## src/rtl/window_addr_gen_if.sv

```systemverilog
// ---------------------------------------------------------------------------
// window_addr_gen_if
// Purpose : control and tap-stream bundle between the controller / image
//           memory side and the window address generator.
// Signals : start, mode            run request and padding mode (to generator)
//           busy, done             run status (from generator)
//           out_valid, out_ready   tap handshake
//           addr, zero_pad         tap payload: frame-buffer address, zero flag
//           tap_last, win_last     end-of-window / last-window markers
// Modports: master = generator side, slave = controller / consumer side.
// ---------------------------------------------------------------------------
interface window_addr_gen_if #(
    parameter int unsigned ADDR_W = 12
);
    logic              start;
    logic              mode;
    logic              busy;
    logic              done;
    logic              out_valid;
    logic              out_ready;
    logic [ADDR_W-1:0] addr;
    logic              zero_pad;
    logic              tap_last;
    logic              win_last;

    modport master (
        input  start, mode, out_ready,
        output busy, done, out_valid, addr, zero_pad, tap_last, win_last
    );

    modport slave (
        output start, mode, out_ready,
        input  busy, done, out_valid, addr, zero_pad, tap_last, win_last
    );
endinterface

```

## src/rtl/window_addr_gen.sv

```systemverilog
// ---------------------------------------------------------------------------
// window_addr_gen
// Purpose : walks every centre of an IMG_H x IMG_W image in raster order and,
//           for each, streams the K x K neighbourhood as frame-buffer addresses.
//           Border taps are clamped to the image (replicate) or, in zero mode,
//           flagged with zero_pad while still carrying the clamped address.
// Ports   : clk    rising-edge clock
//           reset  asynchronous, active-high reset (aborts a run, no done)
//           bus    window_addr_gen_if.master: start/mode in, tap stream with
//                  out_valid/out_ready handshake out, busy/done status out.
//           All outputs are registered.
// ---------------------------------------------------------------------------
module window_addr_gen #(
    parameter int unsigned IMG_W  = 64,
    parameter int unsigned IMG_H  = 64,
    parameter int unsigned K      = 5,
    parameter int unsigned PAD    = 2,
    parameter int unsigned ADDR_W = $clog2(IMG_W * IMG_H)
) (
    input  logic                   clk,
    input  logic                   reset,
    window_addr_gen_if.master      bus
);

    localparam int unsigned MAX_DIM = (IMG_W > IMG_H) ? IMG_W : IMG_H;
    // Signed virtual coordinate width: covers -PAD .. MAX_DIM-1+PAD untruncated.
    localparam int unsigned VW = $clog2(MAX_DIM + 2 * PAD) + 1;
    localparam int unsigned RW = $clog2(IMG_H);
    localparam int unsigned CW = $clog2(IMG_W);
    localparam int unsigned TW = (K > 1) ? $clog2(K) : 1;

    localparam logic [TW-1:0]        T_MAX   = TW'(K - 1);
    localparam logic [RW-1:0]        CR_MAX  = RW'(IMG_H - 1);
    localparam logic [CW-1:0]        CC_MAX  = CW'(IMG_W - 1);
    localparam logic signed [VW-1:0] ROW_MAX = VW'(IMG_H - 1);
    localparam logic signed [VW-1:0] COL_MAX = VW'(IMG_W - 1);

    if (K != 2 * PAD + 1) begin : g_bad_cfg
        $error("window_addr_gen: K must equal 2*PAD+1");
    end

    typedef enum logic [1:0] {
        S_IDLE = 2'd0,
        S_RUN  = 2'd1,
        S_DONE = 2'd2
    } state_t;

    state_t state_q, state_d;

    logic [RW-1:0] cr_q, cr_d;
    logic [CW-1:0] cc_q, cc_d;
    logic [TW-1:0] dy_q, dy_d;
    logic [TW-1:0] dx_q, dx_d;
    logic          mode_q, mode_d;

    logic              busy_q, busy_d;
    logic              done_q, done_d;
    logic              valid_q, valid_d;
    logic [ADDR_W-1:0] addr_q, addr_d;
    logic              zp_q, zp_d;
    logic              tl_q, tl_d;
    logic              wl_q, wl_d;

    logic                 hs;
    logic signed [VW-1:0] vr, vc;
    logic                 row_lo, row_hi, col_lo, col_hi;
    logic [RW-1:0]        pr;
    logic [CW-1:0]        pc;

    assign hs = valid_q & bus.out_ready;

    // State register
    always_ff @(posedge clk or posedge reset) begin
        if (reset) begin
            state_q <= S_IDLE;
        end else begin
            state_q <= state_d;
        end
    end

    // Next state and tap/centre counters
    always_comb begin
        state_d = state_q;
        cr_d    = cr_q;
        cc_d    = cc_q;
        dy_d    = dy_q;
        dx_d    = dx_q;
        mode_d  = mode_q;
        unique case (state_q)
            S_IDLE: begin
                if (bus.start) begin
                    state_d = S_RUN;
                    mode_d  = bus.mode;
                    cr_d    = '0;
                    cc_d    = '0;
                    dy_d    = '0;
                    dx_d    = '0;
                end
            end
            S_RUN: begin
                if (hs) begin
                    // The registered markers already identify the final tap.
                    if (tl_q && wl_q) begin
                        state_d = S_DONE;
                        cr_d    = '0;
                        cc_d    = '0;
                        dy_d    = '0;
                        dx_d    = '0;
                    end else if (dx_q != T_MAX) begin
                        dx_d = dx_q + TW'(1);
                    end else begin
                        dx_d = '0;
                        if (dy_q != T_MAX) begin
                            dy_d = dy_q + TW'(1);
                        end else begin
                            dy_d = '0;
                            if (cc_q != CC_MAX) begin
                                cc_d = cc_q + CW'(1);
                            end else begin
                                cc_d = '0;
                                cr_d = cr_q + RW'(1);
                            end
                        end
                    end
                end
            end
            S_DONE: begin
                state_d = S_IDLE;
            end
            default: begin
                state_d = S_IDLE;
            end
        endcase
    end

    // Output values for the next cycle, derived from the next-state counters
    always_comb begin
        busy_d  = 1'b0;
        done_d  = 1'b0;
        valid_d = 1'b0;
        addr_d  = '0;
        zp_d    = 1'b0;
        tl_d    = 1'b0;
        wl_d    = 1'b0;

        vr = $signed(VW'(cr_d)) + $signed(VW'(dy_d)) - $signed(VW'(PAD));
        vc = $signed(VW'(cc_d)) + $signed(VW'(dx_d)) - $signed(VW'(PAD));

        row_lo = vr[VW-1];
        row_hi = !vr[VW-1] && (vr > ROW_MAX);
        col_lo = vc[VW-1];
        col_hi = !vc[VW-1] && (vc > COL_MAX);

        pr = row_lo ? '0 : (row_hi ? CR_MAX : vr[RW-1:0]);
        pc = col_lo ? '0 : (col_hi ? CC_MAX : vc[CW-1:0]);

        if (state_d == S_RUN) begin
            busy_d  = 1'b1;
            valid_d = 1'b1;
            addr_d  = ADDR_W'(pr) * ADDR_W'(IMG_W) + ADDR_W'(pc);
            zp_d    = mode_d & (row_lo | row_hi | col_lo | col_hi);
            tl_d    = (dy_d == T_MAX) && (dx_d == T_MAX);
            wl_d    = (cr_d == CR_MAX) && (cc_d == CC_MAX);
        end
        done_d = (state_d == S_DONE);
    end

    // Counter, mode and output registers
    always_ff @(posedge clk or posedge reset) begin
        if (reset) begin
            cr_q    <= '0;
            cc_q    <= '0;
            dy_q    <= '0;
            dx_q    <= '0;
            mode_q  <= 1'b0;
            busy_q  <= 1'b0;
            done_q  <= 1'b0;
            valid_q <= 1'b0;
            addr_q  <= '0;
            zp_q    <= 1'b0;
            tl_q    <= 1'b0;
            wl_q    <= 1'b0;
        end else begin
            cr_q    <= cr_d;
            cc_q    <= cc_d;
            dy_q    <= dy_d;
            dx_q    <= dx_d;
            mode_q  <= mode_d;
            busy_q  <= busy_d;
            done_q  <= done_d;
            valid_q <= valid_d;
            addr_q  <= addr_d;
            zp_q    <= zp_d;
            tl_q    <= tl_d;
            wl_q    <= wl_d;
        end
    end

    assign bus.busy      = busy_q;
    assign bus.done      = done_q;
    assign bus.out_valid = valid_q;
    assign bus.addr      = addr_q;
    assign bus.zero_pad  = zp_q;
    assign bus.tap_last  = tl_q;
    assign bus.win_last  = wl_q;

endmodule

```

## src/flat_wrapper.sv

```systemverilog
// flat-port wrapper written by rule: the top's interface ports become plain ports
module window_addr_gen_flat 
#(
    parameter int unsigned IMG_W  = 64,
    parameter int unsigned IMG_H  = 64,
    parameter int unsigned K      = 5,
    parameter int unsigned PAD    = 2,
    parameter int unsigned ADDR_W = $clog2(IMG_W * IMG_H)
)
  (clk, reset, bus_start, bus_mode, bus_out_ready, bus_busy, bus_done, bus_out_valid, bus_addr, bus_zero_pad, bus_tap_last, bus_win_last);
  window_addr_gen_if #(.ADDR_W(ADDR_W)) bus_i ();
  input  logic clk;
  input  logic reset;
  input wire logic [$bits(bus_i.start)-1:0] bus_start;
  input wire logic [$bits(bus_i.mode)-1:0] bus_mode;
  input wire logic [$bits(bus_i.out_ready)-1:0] bus_out_ready;
  output wire logic [$bits(bus_i.busy)-1:0] bus_busy;
  output wire logic [$bits(bus_i.done)-1:0] bus_done;
  output wire logic [$bits(bus_i.out_valid)-1:0] bus_out_valid;
  output wire logic [$bits(bus_i.addr)-1:0] bus_addr;
  output wire logic [$bits(bus_i.zero_pad)-1:0] bus_zero_pad;
  output wire logic [$bits(bus_i.tap_last)-1:0] bus_tap_last;
  output wire logic [$bits(bus_i.win_last)-1:0] bus_win_last;
  assign bus_i.start = bus_start;
  assign bus_i.mode = bus_mode;
  assign bus_i.out_ready = bus_out_ready;
  assign bus_busy = bus_i.busy;
  assign bus_done = bus_i.done;
  assign bus_out_valid = bus_i.out_valid;
  assign bus_addr = bus_i.addr;
  assign bus_zero_pad = bus_i.zero_pad;
  assign bus_tap_last = bus_i.tap_last;
  assign bus_win_last = bus_i.win_last;
  window_addr_gen #(.IMG_W(IMG_W), .IMG_H(IMG_H), .K(K), .PAD(PAD), .ADDR_W(ADDR_W)) u_core (.clk(clk), .reset(reset), .bus(bus_i));
endmodule
```

## config.mk

```make
export PLATFORM = sky130hd
export DESIGN_NAME = window_addr_gen_flat
export DESIGN_NICKNAME = d
export VERILOG_FILES = /design/src/rtl/window_addr_gen_if.sv /design/src/rtl/window_addr_gen.sv /design/src/flat_wrapper.sv
export SDC_FILE = /design/constraint.sdc
export NUM_CORES = 1
export LEC_CHECK = 0
export CORE_MARGIN = 2
export CORE_UTILIZATION = 50
export CTS_BUF_LIST = sky130_fd_sc_hd__clkbuf_8 sky130_fd_sc_hd__clkbuf_16
export DETAILED_ROUTE_END_ITERATION = 7
export PLACE_DENSITY = 0.73
export SLEW_MARGIN = 20
export SYNTH_ARGS = -nofsm -noshare
export SYNTH_HDL_FRONTEND = slang
export SYNTH_SLANG_ARGS = --single-unit
```

## constraint.sdc

```tcl
create_clock -name clk -period 3.8 [get_ports clk]
set_clock_uncertainty 0.15 [all_clocks]
set_input_delay 0.95 -clock clk [delete_from_list [all_inputs] [get_ports clk]]
set_output_delay 0.95 -clock clk [all_outputs]
set_load 0.02 [all_outputs]
```

==> impl_metrics.json <==
{
  "grt_remaining_overflow": 0,
  "path_cells": "dlygate4sd2_1 > or3b_4 > a32o_2 > ha_1 > a21oi_2 > buf_4 > o31ai_1 > o31ai_4 > nand3_2 > mux2i_2 > nor2_1 > or4_1 > a31oi_1",
  "area_delta_synth_final_pct": 43.32,
  "grt_pass1_vias": 2689,
  "cts_root_buffer": "clkbuf_8",
  "fin_nets": 417,
  "grt_first_pass_wirelength_mm": 13.20,
  "p_per_area_nw_per_um2": 476.7,
  "cts.htree.levels": 2,
  "place_ws_ns": -0.6984,
  "final_util_pct": 74.06,
  "clkTransAtPathRegs_ns": 0.08,
  "postCtsHoldBufs": 0,
  "synthAdderAreaFrac_pct": 7.729,
  "worstMarginPinSlew_ns": 0.5330,
  "hold_start": "u_core.mode_q",
  "min_path_type": "reg2reg",
  "synth_top_family_by_area": "simple AND/OR/NAND/NOR gates",
  "drv_cap": 0,
  "path_class": "in2reg",
  "p_leak_uw": 0.001760,
  "clock.fmax_mhz": 270.5,
  "reg2reg_slack_ns": 0.15,
  "netlist.area_leader.share_pct": 36.26,
  "die_h_um": 76.42,
  "dp_cells": 451,
  "synth_largest_area_cell": "dfrtp_1",
  "ys_seq_elements": 38,
  "drc_errors": 0,
  "insertion_delay_ns": 0.31,
  "crit_slowest_cell": "or4_1",
  "intPower_uw": 1131,
  "seqPwrFrac_pct": 29.6,
  "detailed_place_hpwl_mm": 5.734,
  "critPathTopFamily": "simple AND/OR/NAND/NOR gates",
  "routabilityCongestion": 0.8906,
  "hold_violations": 0,
  "layout_commonest_cell": "buf_4",
  "core_um2": 5075,
  "cts_buffers": 5,
  "r2r_end": "u_core.bus.zero_pad",
  "drt_iter0_drc": 231,
  "ios": 23,
  "synth.avg_cell_area_um2": 9.074,
  "status": "complete, no violations",
  "grt_max_degree": 39,
  "irDropWorstVdd_mv": 0.4702,
  "grtUsageTotal_pct": 28.36,
  "cp-start-kind": "primary input",
  "multi_input_area_um2": 1683,
  "period_share_pct": 97.30,
  "ys_warn_count": 0,
  "cp_max_fo": 3,
  "yosys.area_share.xor_xnor_pct": 4.008,
  "synth_flop_cell": "dfrtp_1",
  "setup_viol": 0,
  "n_fill_cell": 377,
  "viasPerCell": 5.838,
  "crit_start": "bus_start",
  "r2r_start": "u_core.dx_q[0]",
  "drive_gt1_share_pct": 36.18,
  "crit_required_ns": 3.87,
  "holdPathEnd": "u_core.mode_q",
  "cts_tree": "yes",
  "syn-instance-count": 289,
  "ys_seq_area_share_pct": 36.26,
  "drt-total-wl_mm": 7.764,
  "antenna_found_initial": 0,
  "wl_per_cell_um": 16.59,
  "antenna_left": 0,
  "instances_no_fill": 468,
  "design.die.area_um2": 5840,
  "synth-simple-area-share_pct": 24.00,
  "cts_sinks": 38,
  "synth_area_leaders": "dfrtp_1, ha_1, a21oi_1",
  "crit_arrival_ns": 3.77,
  "switching_power_uw": 660.8,
  "period_minus_slack_ns": 3.697,
  "final_cell_mix": "buf_4, dfrtp_1, nand2_1",
  "async_reset_ff_share_pct": 100.0,
  "max_stage_delay_ns": 0.50,
  "p_sw_share_pct": 36.88,
  "reg2reg_depth": 16,
  "slew_violations": 0,
  "tns_ns": 0,
  "die_x_um": 76.42,
  "comb_power_share_pct": 50.5,
  "drtPass1Iterations": 6,
  "cts.path.max_buffers": 2,
  "floorplan.initialDensity_pct": 51.68,
  "n_antenna_cell": 0,
  "io_buffer_count": 22,
  "clkPwrFrac_pct": 19.9,
  "end_kind": "flop",
  "synth_nets": 309,
  "relSlewSlack_pct": 63.45,
  "synth.area.mux_share_pct": 2.052,
  "syn_area_um2": 2623,
  "worst_slack_ns": 0.1026,
  "seqCellArea_um2": 950.9,
  "yosysUniqueCellTypes": 64,
  "synth_compound_area_share_pct": 22.09,
  "vias": 2732,
  "critPathBufInv": 2,
  "synth_edf_count": 0,
  "rows": 26,
  "hold_depth": 2
}
## cell families after synthesis
group	after synthesis
AND/OR/NAND/NOR	112
AO/OA/AOI/OAI	82
flip-flops	38
buffers and inverters	25
adder cells (fa/ha/maj)	15
XOR/XNOR	12
multiplexers	5
## repair_timing
item,in CTS,in global routing
gates resized for setup,13,14
buffers inserted,6,3
setup endpoints to repair,13,10
pin swaps,7,14
gates cloned,0,0
## routing by layer
metal  GRT usage (%)  share of wire [%]  vias up
li1                -                  -     1275
met1           36.74                 42     1309
met2           46.99                 48      117
met3           5.450                6.5       31
met4           10.91                3.2        0
met5               0                  0        -
## worst reg2reg max path, stage by stage (launching register included)
cell and delay (ns):
dfrtp_1 0.43, inv_1 0.07, ha_2 0.18, and4_4 0.22, and2_2 0.21, a32oi_1 0.21, nor2_1 0.08, ha_1 0.23
fa_2 0.42, a21o_1 0.22, and2_1 0.19, o211ai_1 0.23, a21boi_2 0.11, nor3b_4 0.16, buf_4 0.14, a21oi_1 0.13
a31oi_1 0.11
## power by group through the flow
stage / sequential [uW] / clock (uW) / combinational (uW)
floorplan: 591 / 0 / 397
global placement: 532 / 0 / 794
detailed placement: 535 / 0 / 816
CTS: 529 / 362 / 855
global route: 535 / 376 / 988
finish: 530 / 357 / 904
## layout make-up
| type | count | area share (%) |
|---|---|---|
| Inverter | 19 | 1.897 |
| Clock inverter | 3 | 1.198 |
| Timing Repair Buffer | 107 | 22.67 |
| Tap cell | 70 | 2.330 |
| Clock buffer | 5 | 1.831 |
| Sequential cell | 38 | 25.30 |
| Multi-Input combinational cell | 226 | 44.77 |
## stage by stage
stage | instance area (um^2) | hold WS, ns | total power [uW]
floorplan | 2671 | 0.2908 | 987.6
global placement | 3506 | 0.3076 | 1326
detailed placement | 3506 | 0.3122 | 1350
CTS | 3695 | 0.3313 | 1746
global route | 3759 | 0.3821 | 1899
finish | 3759 | 0.3321 | 1792
## synthesized netlist by cell type (2+ instances only)
library cell,n
dfrtp_1,38
nand2_1,26
a21oi_1,25
nor2_1,21
inv_1,19
ha_1,13
nand3_1,10
o21ai_0,9
nor3_1,8
xnor2_1,8
and2_1,6
nor4_1,6
o31ai_1,6
a31oi_1,5
nand4_1,5
o211ai_1,5
a21o_1,4
and3_1,4
mux2i_1,4
xor2_1,4
and2_2,3
buf_2,3
nand4b_1,3
o21ai_2,3
or3_1,3
a211o_1,2
a22oi_1,2
clkbuf_1,2
fa_1,2
nor3b_1,2
o211a_1,2
o21ai_1,2
o31a_1,2
or2_2,2
## flip-flops by register name (all words and copies together), names as in the netlist
signal               cells
u_core.dx_q              3
u_core.bus.tap_last      1
u_core.mode_q            1
u_core.state_q           2
u_core.bus.busy          1
u_core.bus.addr         12
u_core.bus.zero_pad      1
u_core.bus.done          1
u_core.dy_q              3
u_core.bus.win_last      1
u_core.cc_q              6
u_core.cr_q              6
## worst max-delay path by stage
stage	endpoint	slack, ns	depth (start not counted)
finish	u_core.bus.addr[9]	0.10	13
global route	u_core.bus.addr[9]	-0.03	16
CTS	u_core.bus.zero_pad	0.01	16
detailed placement	u_core.bus.addr[9]	-0.70	15
global placement	u_core.bus.addr[11]	-0.61	14
floorplan	u_core.bus.addr[9]	-0.03	14
Power figures use the tool's default switching activity.
